$ cat config.mk
export PLATFORM = sky130hd
export DESIGN_NAME = int_ctrl
export DESIGN_NICKNAME = d
export VERILOG_FILES = /design/src/rtl/int_ctrl.sv
export SDC_FILE = /design/constraint.sdc
export NUM_CORES = 1
export LEC_CHECK = 0
export ABC_AREA = 1
export BUFFER_PORTS_ARGS = -buffer_cell sky130_fd_sc_hd__buf_2
export CORE_MARGIN = 10
export CORE_UTILIZATION = 51
export DETAILED_ROUTE_END_ITERATION = 10
export PLACE_DENSITY = 0.76
export SYNTH_ARGS = -nofsm -noshare
export SYNTH_HDL_FRONTEND = slang
export SYNTH_SLANG_ARGS = --single-unit
$ cat constraint.sdc
create_clock -name clk -period 4.7 [get_ports clk]
set_input_delay 0.705 -clock clk [delete_from_list [all_inputs] [get_ports clk]]
set_output_delay 0.705 -clock clk [all_outputs]
set_load 0.02 [all_outputs]
$ cat src/rtl/int_ctrl.sv
// Interrupt controller: synchronises external lines, tracks pending and in-service
// interrupts, and selects the winning vector address for the PC mux.
module int_ctrl #(
   parameter int               N_INT      = 8,
   parameter int               PC_W       = 10,
   parameter logic [PC_W-1:0]  VEC_BASE   = 10'd1008,
   parameter int               VEC_STRIDE = 2,
   parameter logic [N_INT-1:0] MASK_RST   = 8'hFF
) (
   input  logic             clk,
   input  logic             reset,
   input  logic [N_INT-1:0] ext_int,
   input  logic [N_INT-1:0] s_calli,
   input  logic [N_INT-1:0] s_reti,
   input  logic             we_mask,
   input  logic [N_INT-1:0] mask_in,
   output logic [N_INT-1:0] data_s,
   output logic [N_INT-1:0] int_a,
   output logic             vec_valid,
   output logic [PC_W-1:0]  vec_addr
);

   localparam int IDX_W = (N_INT > 1) ? $clog2(N_INT) : 1;

   logic [N_INT-1:0] sync1;
   logic [N_INT-1:0] sync2;
   logic [N_INT-1:0] last;
   logic [N_INT-1:0] req;
   logic [N_INT-1:0] att;
   logic [N_INT-1:0] mask;
   logic [N_INT-1:0] rise;
   logic [IDX_W-1:0] hp_s;
   logic [IDX_W-1:0] hp_a;
   logic [PC_W-1:0]  vec_off;

   assign rise = sync2 & ~last;

   // A fresh edge beats a simultaneous call on the same line, and a call beats a
   // simultaneous return, so neither a new request nor a nested entry is lost.
   always_ff @(posedge clk or posedge reset) begin
      if (reset) begin
         sync1 <= '0;
         sync2 <= '0;
         last  <= '0;
         req   <= '0;
         att   <= '0;
         mask  <= MASK_RST;
      end else begin
         sync1 <= ext_int;
         sync2 <= sync1;
         last  <= sync2;
         req   <= (req & ~s_calli) | rise;
         att   <= (att & ~s_reti) | s_calli;
         if (we_mask) begin
            mask <= mask_in;
         end
      end
   end

   assign data_s = req & mask;
   assign int_a  = att;

   always_comb begin
      hp_s = '0;
      hp_a = '0;
      for (int i = 0; i < N_INT; i++) begin
         if (data_s[i]) hp_s = IDX_W'(i);
         if (att[i])    hp_a = IDX_W'(i);
      end
   end

   assign vec_valid = (data_s != '0) && ((att == '0) || (hp_s > hp_a));
   assign vec_off   = PC_W'(hp_s) * PC_W'(VEC_STRIDE);
   assign vec_addr  = vec_valid ? (VEC_BASE + vec_off) : VEC_BASE;

endmodule
==> results.rst, run 1 <==
.. list-table::
   :header-rows: 1

   * - Metric
     - Value
   * - Outcome
     - finished, final reports clean
   * - Die extent in x
     - just over 80 um
   * - Setup-violating endpoint count in the final report
     - 0
   * - Final weighted congestion in routability-driven placement
     - between 0.7 and 0.8
   * - Iter 0 DRT Violations
     - 64
   * - Std-Cell Rows
     - 21
   * - CTS clock-pin slew for the worst setup and hold paths
     - 80 ps
   * - HPWL after detailed placement
     - 3020 um
   * - Final clock period utilization by the worst path
     - 0.595
   * - Netlist area before placement
     - 1880 um2
   * - I/O Buffers
     - 54
   * - Insertion delay of the later-clocked pin in the worst-skew pair
     - around 290 ps
   * - Syn avg cell area
     - ~11 um2
   * - Via count
     - between 1k and 1.5k
   * - Count of boundary I/O pins
     - 62
   * - Sequential area share after synthesis
     - 0.645
   * - Leakage power of the design
     - 1.25 nW
   * - Area growth syn-to-layout
     - 19.7%
   * - Area of the die
     - 6510 um2
   * - Residual DRC
     - 0
   * - WS Path Type
     - register to primary output
   * - Number of iterations in the first detailed-routing pass
     - 4
   * - Number of hold buffers added after cts
     - 0
   * - Per-cell routed wire length
     - between 10 and 15 um
   * - Time the final worst path needs with I/O delays and setup
     - 2800 ps
   * - Clk Tree Root Cell
     - sky130_fd_sc_hd__clkbuf_8
   * - # nets final
     - 262
   * - Worst EP required
     - 3990 ps
   * - Die height
     - roughly 81 um
   * - Core box area
     - 3440 um2
   * - Number of vias per cell
     - 4.55
   * - Total negative setup slack
     - 0 ps
   * - Power per unit of standard cell area
     - 367 nW/um2
   * - Crit start category
     - register
   * - Antenna viol nets, final
     - 0
   * - CTS Buf Count
     - 5
   * - Highest net fanout along the worst path
     - 4
   * - Arrival time of data at the critical path endpoint
     - 2090 ps
   * - # H-tree levels
     - 2
   * - Peak ir drop on the vdd network
     - roughly 0.32 mV
   * - Setup repair after global routing missed its margin
     - no
   * - Inst Count DP
     - between 200 and 300
   * - Setup skew after layout
     - 3.78 ps
   * - Tightest Pin Transition
     - 939 ps
   * - Total congestion overflow
     - 0
   * - Starting utilization of the core area
     - 0.545
   * - Path type of the worst min-delay path
     - register to register
   * - Top cell type by total area after synthesis
     - sky130_fd_sc_hd__dfrtp_1
   * - Routed wire length
     - 3700 um
   * - Maximum Capacitance Violations
     - 0
   * - Count of final max-slew check failures
     - 0
   * - First-pass GRT wire length
     - 6030 um
   * - Pin count of the biggest net entering global routing
     - 49
   * - Overall routing resource usage
     - 0.122
   * - Final Hold Fails
     - 0
   * - Leading post-synthesis cells by cell area
     - sky130_fd_sc_hd__dfrtp_1 (53%), sky130_fd_sc_hd__dfstp_2 (11%), sky130_fd_sc_hd__inv_1 (7.2%), sky130_fd_sc_hd__mux2_2 (4.8%), sky130_fd_sc_hd__nand2_1 (3.0%)
   * - Flip-flop and latch count after synthesis
     - 48
   * - Post-CTS setup repair buffer count
     - 0
   * - Clock Tree Buf Depth
     - 2
   * - CTS tree
     - built
   * - Non-Filler Instances
     - ~270
   * - CTS-repair resized insts
     - 0
   * - Maximum operating frequency
     - between 300 and 400 MHz
   * - Antenna diode instance count
     - 0
   * - Warning count from the yosys run
     - 0
   * - Antenna violations before repair
     - 0
   * - Synthesized instance count
     - between 150 and 200
   * - Number of global-route vias before repair
     - 1,336
   * - Fraction of synthesized cell area taken by the top area cell type
     - 0.533
   * - Share of layout cells above drive strength 1
     - 0.404
   * - Critical Path Sink Type
     - primary output
   * - Number of clock sinks seen by CTS
     - 48
   * - Max-slew headroom
     - 0.373
   * - Count of unique library cells instantiated by Yosys
     - 24
==> worst max-delay path, cell delays in order (launching register included) <==
cell and delay [ps]:
sky130_fd_sc_hd__dfrtp_1 410, sky130_fd_sc_hd__nand2_2 130, sky130_fd_sc_hd__nand2_1 70, sky130_fd_sc_hd__nor2_2 170
sky130_fd_sc_hd__inv_1 60, sky130_fd_sc_hd__ha_1 320, sky130_fd_sc_hd__a21oi_1 160, sky130_fd_sc_hd__nand2_1 60
sky130_fd_sc_hd__nand2_1 50, sky130_fd_sc_hd__nand2_1 80, sky130_fd_sc_hd__nand2_4 90, sky130_fd_sc_hd__nor2_1 40
sky130_fd_sc_hd__buf_2 160
==> metrics by stage <==
step            util  worst slack (ps)  power, mW  hold slack (ps)  cell area (um2)
6_report       0.653              1900      0.825              353             2250
5_1_grt        0.653              1720      0.875              361             2250
4_1_cts        0.653              1880      0.839              354             2250
3_5_place_dp   0.629              2220      0.609              336             2170
3_3_place_gp   0.629              2250      0.605              332             2170
2_1_floorplan      -              2190      0.565              331             1900
==> routing by layer <==
metal	GRT usage	vias to the layer above	routed length (um)
met5	0	-	0
li1	-	612	-
met2	0.209	40	1870
met1	0.123	574	1400
met4	0.0519	0	49
met3	0.0601	6	378
==> placed cells by master, fill, tap and decap left out <==
cell                       count
sky130_fd_sc_hd__nor3_1        1
sky130_fd_sc_hd__inv_2         2
sky130_fd_sc_hd__clkinv_2      1
sky130_fd_sc_hd__o22ai_1       7
sky130_fd_sc_hd__clkbuf_8      5
sky130_fd_sc_hd__mux2_2        8
sky130_fd_sc_hd__buf_2        54
sky130_fd_sc_hd__a21oi_2       2
sky130_fd_sc_hd__nand2_2       8
sky130_fd_sc_hd__o21bai_1      7
sky130_fd_sc_hd__nor2_2        2
sky130_fd_sc_hd__a21oi_1       3
sky130_fd_sc_hd__clkbuf_1      2
sky130_fd_sc_hd__inv_1        35
sky130_fd_sc_hd__nand2_1      15
sky130_fd_sc_hd__nand4_1       1
sky130_fd_sc_hd__dfstp_2       8
sky130_fd_sc_hd__nand3_1       2
sky130_fd_sc_hd__ha_1          3
sky130_fd_sc_hd__conb_1        7
sky130_fd_sc_hd__nor2_1        5
sky130_fd_sc_hd__nand2_4       1
sky130_fd_sc_hd__o21ai_0       4
sky130_fd_sc_hd__nand3b_1      1
sky130_fd_sc_hd__o21a_1        1
sky130_fd_sc_hd__dfrtp_1      40
==> state kept, by name, indices dropped and copies added (netlist names) <==
| signal | cells |
|---|---|
| mask | 8 |
| sync1 | 8 |
| req | 8 |
| last | 8 |
| int_a | 8 |
| sync2 | 8 |
==> cell type report <==
cell class,count,area (um2)
sequential,48,1210
fill,294,1190
clock buffer,7,76.3
inverter,37,139
multi-input combinational,78,488
tap,46,57.6
clock inverter,1,5.00
timing repair buffer,54,270
==> Yosys cell counts <==
cell type                  count
sky130_fd_sc_hd__buf_4         7
sky130_fd_sc_hd__ha_1          3
sky130_fd_sc_hd__o22ai_1       7
sky130_fd_sc_hd__nand3b_1      1
sky130_fd_sc_hd__a21oi_1       3
sky130_fd_sc_hd__o21ai_0       4
sky130_fd_sc_hd__o21bai_1      7
sky130_fd_sc_hd__buf_2         1
sky130_fd_sc_hd__a21oi_2       2
sky130_fd_sc_hd__conb_1        2
sky130_fd_sc_hd__nand2_4       1
sky130_fd_sc_hd__mux2_2        8
sky130_fd_sc_hd__nor2_2        2
sky130_fd_sc_hd__dfstp_2       8
sky130_fd_sc_hd__nand4_1       1
sky130_fd_sc_hd__nor2_1        5
sky130_fd_sc_hd__inv_1        36
sky130_fd_sc_hd__o21a_1        1
sky130_fd_sc_hd__nand3_1       2
sky130_fd_sc_hd__inv_2         1
sky130_fd_sc_hd__nor3_1        1
sky130_fd_sc_hd__nand2_2       8
sky130_fd_sc_hd__dfrtp_1      40
sky130_fd_sc_hd__nand2_1      15
==> logic make-up (layout without fill, tap and decap cells) <==
family                     after synthesis  count (layout)  synth area share
DFF                                     48              48             0.645
buffers and inverters                   45              99             0.105
and+or+nand+nor                         36              36            0.0947
adders and majority gates                3               3            0.0200
other                                    2               7           0.00400
muxes                                    8               8            0.0480
AOI/OAI and AO/OA                       24              24            0.0833
==> path summary, 6_finish.rpt <==
kind | start | endpoint | slack (ps) | depth (start not counted)
max | req[5] | vec_addr[3] | 1900 | 12
min reg2reg | sync1[1] | sync2[1] | 350 | 0
max in group asynchronous | reset | sync1[6] | 3500 | 2
max reg2reg | mask[4] | mask[4] | 3960 | 1
min in group asynchronous | reset | sync1[5] | 620 | 2
min | sync1[1] | sync2[1] | 350 | 0
==> power breakdown <==
group / switching (mW) / internal [mW] / total [mW]
Combinational: 0.0853 / 0.0512 / 0.137
Sequential: 0.0162 / 0.446 / 0.462
Clock: 0.122 / 0.104 / 0.227
Note: power is estimated with default switching activity, not from simulation.
==> inputs of run 2 (changes only) <==
--- a/config.mk
+++ b/config.mk
@@ -8,9 +8,9 @@
 export ABC_AREA = 1
 export BUFFER_PORTS_ARGS = -buffer_cell sky130_fd_sc_hd__buf_2
 export CORE_MARGIN = 10
-export CORE_UTILIZATION = 51
+export CORE_UTILIZATION = 49
 export DETAILED_ROUTE_END_ITERATION = 10
-export PLACE_DENSITY = 0.76
+export PLACE_DENSITY = 0.74
 export SYNTH_ARGS = -nofsm -noshare
 export SYNTH_HDL_FRONTEND = slang
 export SYNTH_SLANG_ARGS = --single-unit
==> constraint.sdc (replaced) <==
create_clock -name clk -period 2.65 [get_ports clk]
set_input_delay 0.3975 -clock clk [delete_from_list [all_inputs] [get_ports clk]]
set_output_delay 0.3975 -clock clk [all_outputs]
set_load 0.02 [all_outputs]
==> results.rst, run 2 (same netlist as run 1, synthesis figures left out) <==
.. list-table::
   :header-rows: 1

   * - Metric
     - Value
   * - Reg2Reg Depth
     - 1 (unchanged)
   * - Die extent in x
     - 81.9 um (+1.5%)
   * - Terminating pin of the worst hold path
     - sync1[5]
   * - Highest net fanout along the worst path
     - 4 (unchanged)
   * - Number of iterations in the first detailed-routing pass
     - 4 (unchanged)
   * - Most common cell after layout, fill and taps aside
     - sky130_fd_sc_hd__buf_2
   * - Setup-violating endpoint count in the final report
     - 0 (unchanged)
   * - Final Hold Fails
     - 0 (unchanged)
   * - WS Path Type
     - register to primary output
   * - Setup skew after layout
     - 3.64 ps (-0.135 ps)
   * - Maximum operating frequency
     - 401 MHz
   * - Std-Cell Rows
     - 22 (+4.8%)
   * - Area growth syn-to-layout
     - 20.7%
   * - Maximum Capacitance Violations
     - 0 (unchanged)
   * - Routed wire length
     - 3690 um (-0.30%)
   * - Residual DRC
     - 0 (unchanged)
   * - Path type of the worst min-delay path
     - input pin to register
   * - CTS clock-pin slew for the worst setup and hold paths
     - 80 ps (about the same)
   * - Iter 0 DRT Violations
     - 46 (-28%)
   * - Hold depth
     - 1 (+1)
   * - Arrival time of data at the critical path endpoint
     - 2090 ps (about the same)
   * - Final weighted congestion in routability-driven placement
     - 0.741 (-0.56%)
   * - Peak ir drop on the vdd network
     - 0.443 mV (+39%)
   * - Via count
     - 1,260 (+2.3%)
   * - Tightest Pin Transition
     - 935 ps (-4.12 ps)
   * - Number of hold buffers added after cts
     - 0 (unchanged)
   * - Startpoint of the lowest-slack register-to-register path
     - mask[2]
   * - Antenna violations before repair
     - 0 (unchanged)
   * - Time the final worst path needs with I/O delays and setup
     - between 2000 and 2500 ps
   * - Antenna diode instance count
     - 0 (unchanged)
   * - Clk Tree Root Cell
     - sky130_fd_sc_hd__clkbuf_8
   * - Clock Tree Buf Depth
     - 2 (unchanged)
   * - Core box area
     - 3690 um2 (+7.2%)
   * - Endpoint of the most critical register-to-register path
     - mask[2]
   * - Commonest cells after routing, fill and taps aside
     - sky130_fd_sc_hd__buf_2 (53), sky130_fd_sc_hd__dfrtp_1 (40), sky130_fd_sc_hd__inv_1 (35), sky130_fd_sc_hd__nand2_1 (15)
   * - Fraction of the core area covered by cells at the end of the flow
     - 0.614 (-0.0389)
   * - CTS Buf Count
     - 5 (unchanged)
   * - Total negative setup slack
     - 0 ps (unchanged)
   * - Total congestion overflow
     - 0 (unchanged)
   * - Per-cell routed wire length
     - 13.5 um (-1.0%)
   * - Layout fillers
     - 333 (+13%)
   * - Area of the die
     - 6710 um2 (+3.1%)
   * - Final clock period utilization by the worst path
     - 0.941
   * - Critical Path Sink Type
     - primary output
   * - Share of layout cells above drive strength 1
     - 0.409 (+0.00444)
   * - Number of clock sinks seen by CTS
     - 48 (unchanged)
   * - Worst-case setup margin in the final layout
     - 158 ps (-1750 ps)
   * - Crit start category
     - register
   * - Die height
     - 81.9 um (+1.5%)
   * - Minimum setup slack after placement
     - 470 ps (-1750 ps)
   * - # H-tree levels
     - 2 (unchanged)
   * - Worst EP required
     - 2250 ps (-1740 ps)
   * - Starting utilization of the core area
     - 0.509 (-0.0364)
   * - Origin of the worst min-delay path
     - ext_int[5]
   * - Count of boundary I/O pins
     - 62 (unchanged)
   * - Worst R2R Setup Slack
     - 1910 ps (-2050 ps)
   * - Setup repair after global routing missed its margin
     - no
   * - Pin count of the biggest net entering global routing
     - 49 (unchanged)
   * - Antenna viol nets, final
     - 0 (unchanged)
   * - Post-CTS setup repair buffer count
     - 0 (unchanged)
   * - Overall routing resource usage
     - 0.111 (-0.0111)
   * - Insertion delay of the later-clocked pin in the worst-skew pair
     - 290 ps (about the same)
   * - HPWL after detailed placement
     - 2960 um (-2.1%)
   * - Number of vias per cell
     - 4.62 (+1.5%)
   * - First-pass GRT wire length
     - 5630 um (-6.6%)
   * - CTS tree
     - built
   * - I/O Buffers
     - 54 (unchanged)
   * - Number of global-route vias before repair
     - 1,242 (-7.0%)
   * - # nets final
     - 262 (unchanged)
   * - Power per unit of standard cell area
     - 661 nW/um2 (+80%)
   * - Max-slew headroom
     - 0.376 (+0.00275)
   * - Leakage power of the design
     - 1.26 nW (+0.30%)
   * - Count of final max-slew check failures
     - 0 (unchanged)
   * - Outcome
     - finished, final reports clean
==> run 2: worst max path at each step <==
stage / start / to / slack (ps)
2_1_floorplan: mask[1] / vec_addr[3] / 440
3_3_place_gp: mask[1] / vec_addr[1] / 520
3_5_place_dp: mask[1] / vec_addr[1] / 470
4_1_cts: mask[1] / vec_addr[1] / 130
5_1_grt: mask[1] / vec_addr[3] / 2
6_report: mask[1] / vec_addr[2] / 160
==> run 2: final cells by class <==
cell class,instances,area (um2),share of cell area
multi-input combinational,78,492,0.217
timing repair buffer,54,273,0.120
inverter,37,139,0.0613
sequential,48,1210,0.535
clock buffer,8,90.1,0.0398
tap,48,60.1,0.0265
==> run 2: per-layer routing <==
layer	global-route usage	vias up	routed length (um)
met5	0	-	0
met4	0.0459	0	56
met3	0.0426	5	277
met2	0.197	30	1970
met1	0.115	611	1390
li1	-	614	-
==> run 2: stage by stage <==
| stage | power, mW | instance area [um2] | instances | hold slack (ps) |
|---|---|---|---|---|
| 6_report | 1.50 | 2260 | 273 | 203 |
| 5_1_grt | 1.58 | 2260 | 273 | 186 |
| 4_1_cts | 1.51 | 2260 | 273 | 194 |
| 3_5_place_dp | 1.08 | 2170 | 265 | 335 |
| 3_3_place_gp | 1.07 | 2170 | 265 | 332 |
| 2_1_floorplan | 1.00 | 1900 | 171 | 331 |
==> run 2: critical path, stage by stage, from the launching register on <==
cell	delay, ps
sky130_fd_sc_hd__dfstp_2	530
sky130_fd_sc_hd__nand2_1	70
sky130_fd_sc_hd__inv_2	60
sky130_fd_sc_hd__nand2_1	40
sky130_fd_sc_hd__nand2_1	50
sky130_fd_sc_hd__nand2_1	50
sky130_fd_sc_hd__nand2_2	70
sky130_fd_sc_hd__a21oi_2	50
sky130_fd_sc_hd__ha_1	180
sky130_fd_sc_hd__nand3b_1	140
sky130_fd_sc_hd__nand2_1	70
sky130_fd_sc_hd__nand2_1	40
sky130_fd_sc_hd__nand2_1	100
sky130_fd_sc_hd__nand2_4	70
sky130_fd_sc_hd__a21oi_2	90
sky130_fd_sc_hd__buf_2	170
==> run 2: power breakdown <==
group	switching, mW	internal, mW
clock	0.219	0.213
combinational	0.154	0.0928
sequential	0.0281	0.791
total	0.401	1.10
==> run 2: repair_timing <==
| action | in CTS | in global routing |
|---|---|---|
| hold endpoints to repair | 0 | 0 |
| resized for setup | 0 | 2 |
| setup endpoints to repair | 0 | 3 |
==> inputs of run 3 (changes only) <==
--- a/config.mk
+++ b/config.mk
@@ -9,8 +9,10 @@
 export BUFFER_PORTS_ARGS = -buffer_cell sky130_fd_sc_hd__buf_2
 export CORE_MARGIN = 10
 export CORE_UTILIZATION = 49
+export CTS_BUF_LIST = sky130_fd_sc_hd__clkbuf_16
 export DETAILED_ROUTE_END_ITERATION = 10
 export PLACE_DENSITY = 0.74
+export SETUP_SLACK_MARGIN = 0.3
 export SYNTH_ARGS = -nofsm -noshare
 export SYNTH_HDL_FRONTEND = slang
 export SYNTH_SLANG_ARGS = --single-unit
==> results.rst, run 3 (same netlist as run 1, synthesis figures left out) <==
.. list-table::
   :header-rows: 1

   * - Metric
     - Value
   * - Net switching power figure
     - 0.444 mW (+11%)
   * - Number of vias per cell
     - 4.67 (+1.3%)
   * - I/O Buffers
     - 54 (unchanged)
   * - Via count
     - 1,323 (+5.0%)
   * - Critical Path Sink Type
     - primary output
   * - Power per unit of standard cell area
     - 694 nW/um2 (+5.0%)
   * - Setup-violating endpoint count in the final report
     - 0 (unchanged)
   * - Pin count of the biggest net entering global routing
     - 49 (unchanged)
   * - Starting utilization of the core area
     - 0.509 (unchanged)
   * - Clk Tree Root Cell
     - sky130_fd_sc_hd__clkbuf_16
   * - Die height
     - 81.9 um (unchanged)
   * - Internal power component
     - 1.27 mW (+16%)
   * - CTS Buf Count
     - 5 (unchanged)
   * - Number of iterations in the first detailed-routing pass
     - 4 (unchanged)
   * - Routed wire length
     - 4080 um (+11%)
   * - Insertion delay of the later-clocked pin in the worst-skew pair
     - 280 ps (about the same)
   * - Antenna diode instance count
     - 0 (unchanged)
   * - Number of global-route vias before repair
     - 1,370 (+10%)
   * - Total congestion overflow
     - 0 (unchanged)
   * - Maximum operating frequency
     - 406 MHz (+1.1%)
   * - Most heavily used metal layer in global routing
     - met2
   * - Per-cell routed wire length
     - 14.4 um (+6.6%)
   * - Setup repair after global routing missed its margin
     - yes
   * - Routing usage on met3
     - 0.0338 (-0.00873)
   * - Tightest Pin Transition
     - 961 ps (+26.3 ps)
   * - Capture point of the critical path
     - vec_addr[1]
   * - WS Path Type
     - register to primary output
   * - Die extent in x
     - 81.9 um (unchanged)
   * - Max-slew headroom
     - 0.358 (-0.0175)
   * - Proportion of power drawn by flip-flops and latches
     - 0.482 (-0.065)
   * - HPWL after detailed placement
     - 2960 um (unchanged)
   * - Most common cell after layout, fill and taps aside
     - sky130_fd_sc_hd__buf_2
   * - # H-tree levels
     - 2 (unchanged)
   * - Crit start category
     - register
   * - Clock Tree Buf Depth
     - 2 (unchanged)
   * - Number of hold buffers added after cts
     - 0 (unchanged)
   * - Final clock period utilization by the worst path
     - 0.930 (-0.0106)
   * - CTS tree
     - built
   * - Met1 routing resource usage after global routing
     - 0.123 (+0.00800)
   * - Total Power
     - 1.71 mW (+14%)
   * - Net Sw Frac
     - 0.259 (-0.00827)
   * - Startpoint of the lowest-slack register-to-register path
     - mask[2]
   * - Reg2Reg Depth
     - 1 (unchanged)
   * - Setup skew after layout
     - 3.56 ps (-0.0780 ps)
   * - Residual DRC
     - 0 (unchanged)
   * - Antenna viol nets, final
     - 0 (unchanged)
   * - Std-Cell Rows
     - 22 (unchanged)
   * - Area of the die
     - 6710 um2 (unchanged)
   * - Share of layout cells above drive strength 1
     - 0.481 (+0.0720)
   * - Critical Path Start
     - mask[1]
   * - Maximum Capacitance Violations
     - 0 (unchanged)
   * - Leakage power of the design
     - 1.34 nW (+7.0%)
   * - CTS clock-pin slew for the worst setup and hold paths
     - 60 ps (-20 ps)
   * - Final Hold Fails
     - 0 (unchanged)
   * - Met2 track utilization from global routing
     - 0.219 (+0.0227)
   * - Endpoint of the most critical register-to-register path
     - mask[2]
   * - Commonest cells after routing, fill and taps aside
     - sky130_fd_sc_hd__buf_2 (50), sky130_fd_sc_hd__dfrtp_1 (40), sky130_fd_sc_hd__inv_1 (37), sky130_fd_sc_hd__buf_4 (12)
   * - Core box area
     - 3690 um2 (unchanged)
   * - Worst hold slack
     - 222 ps (+18.4 ps)
   * - Combinational share of power
     - 0.183 (+0.018)
   * - First-pass GRT wire length
     - 6170 um (+9.6%)
   * - Final weighted congestion in routability-driven placement
     - 0.741 (unchanged)
   * - Path type of the worst min-delay path
     - input pin to register
   * - Peak ir drop on the vdd network
     - 0.625 mV (+41%)
   * - Arrival time of data at the critical path endpoint
     - 2070 ps (-20 ps)
   * - Worst R2R Setup Slack
     - 1890 ps (-20 ps)
   * - Outcome
     - finished, final reports clean
   * - Clock network power share
     - 0.336 (+0.048)
   * - Count of final max-slew check failures
     - 0 (unchanged)
   * - Overall routing resource usage
     - 0.120 (+0.00839)
   * - Number of clock sinks seen by CTS
     - 48 (unchanged)
   * - Highest net fanout along the worst path
     - 4 (unchanged)
   * - Total negative setup slack
     - 0 ps (unchanged)
   * - Fraction of the core area covered by cells at the end of the flow
     - 0.668 (+0.0543)
   * - Count of boundary I/O pins
     - 62 (unchanged)
   * - Area growth syn-to-layout
     - 31.3%
   * - Iter 0 DRT Violations
     - 31 (-33%)
   * - Antenna violations before repair
     - 0 (unchanged)
   * - Worst EP required
     - 2250 ps (about the same)
   * - # nets final
     - 272 (+3.8%)
   * - Time the final worst path needs with I/O delays and setup
     - 2460 ps (-28.1 ps)
[run 3: cell types whose count changed in the layout (fill, tap and decap cells not counted), sizes merged]
cell and delta:
buf +10, clkbuf -3, clkinv +1, inv +2
[run 3: area by class of cell]
| type | instances | area, um2 |
|---|---|---|
| Clock buffer | 5 | 125 |
| Tap cell | 48 | 60.1 |
| Clock inverter | 3 | 11.3 |
| Inverter | 37 | 139 |
| Multi-Input combinational cell | 78 | 556 |
| Sequential cell | 48 | 1210 |
| Timing Repair Buffer | 64 | 363 |
| Fill cell | 295 | 1220 |
[run 3: worst min-delay path by stage]
stage	start	endpoint	slack [ps]	depth (start not counted)
floorplan	sync1[0]	sync2[0]	330	0
global placement	sync1[5]	sync2[5]	330	0
detailed placement	sync1[1]	sync2[1]	330	0
CTS	ext_int[1]	sync1[1]	220	1
global route	ext_int[4]	sync1[4]	210	1
finish	ext_int[5]	sync1[5]	220	1
[run 3: power groups by stage]
| stage | logic (mW) | registers (mW) | clock network (mW) |
|---|---|---|---|
| global route | 0.342 | 0.830 | 0.613 |
| floorplan | 0.165 | 0.838 | 0 |
| finish | 0.313 | 0.824 | 0.574 |
| global placement | 0.243 | 0.831 | 0 |
| CTS | 0.304 | 0.822 | 0.589 |
| detailed placement | 0.247 | 0.834 | 0 |
[run 3: per-layer routing]
| metal | vias up | wire length [um] |
|---|---|---|
| met4 | 0 | 76 |
| met5 | - | 0 |
| met3 | 8 | 271 |
| met1 | 646 | 1550 |
| li1 | 638 | - |
| met2 | 31 | 2190 |
[run 3: repair_timing]
action                                  in CTS  in global routing
endpoints found under the setup margin       4                  4
gates resized for setup                     16                  6
pin swaps                                   10                  3
buffers inserted                            10                  0
[run 3: metrics by stage]
stage	instance area, um2	setup slack, ps	cells
6_report	2460	186	283
3_3_place_gp	2170	521	265
2_1_floorplan	1900	444	171
4_1_cts	2440	250	283
5_1_grt	2460	104	283
3_5_place_dp	2170	470	265
[run 3: worst max-delay path: stages, from the launching register on]
cell                       delay (ps)
sky130_fd_sc_hd__dfstp_2          540
sky130_fd_sc_hd__nand2_2           60
sky130_fd_sc_hd__inv_2             60
sky130_fd_sc_hd__nand2_2           50
sky130_fd_sc_hd__nand2_1           60
sky130_fd_sc_hd__nand2_1           60
sky130_fd_sc_hd__nand2_2           80
sky130_fd_sc_hd__a21oi_2           70
sky130_fd_sc_hd__ha_4             150
sky130_fd_sc_hd__nand3b_1         140
sky130_fd_sc_hd__nand2_1           70
sky130_fd_sc_hd__nand2_1           60
sky130_fd_sc_hd__nand2_2           80
sky130_fd_sc_hd__nand2_4           60
sky130_fd_sc_hd__a21oi_2          100
sky130_fd_sc_hd__buf_4            150
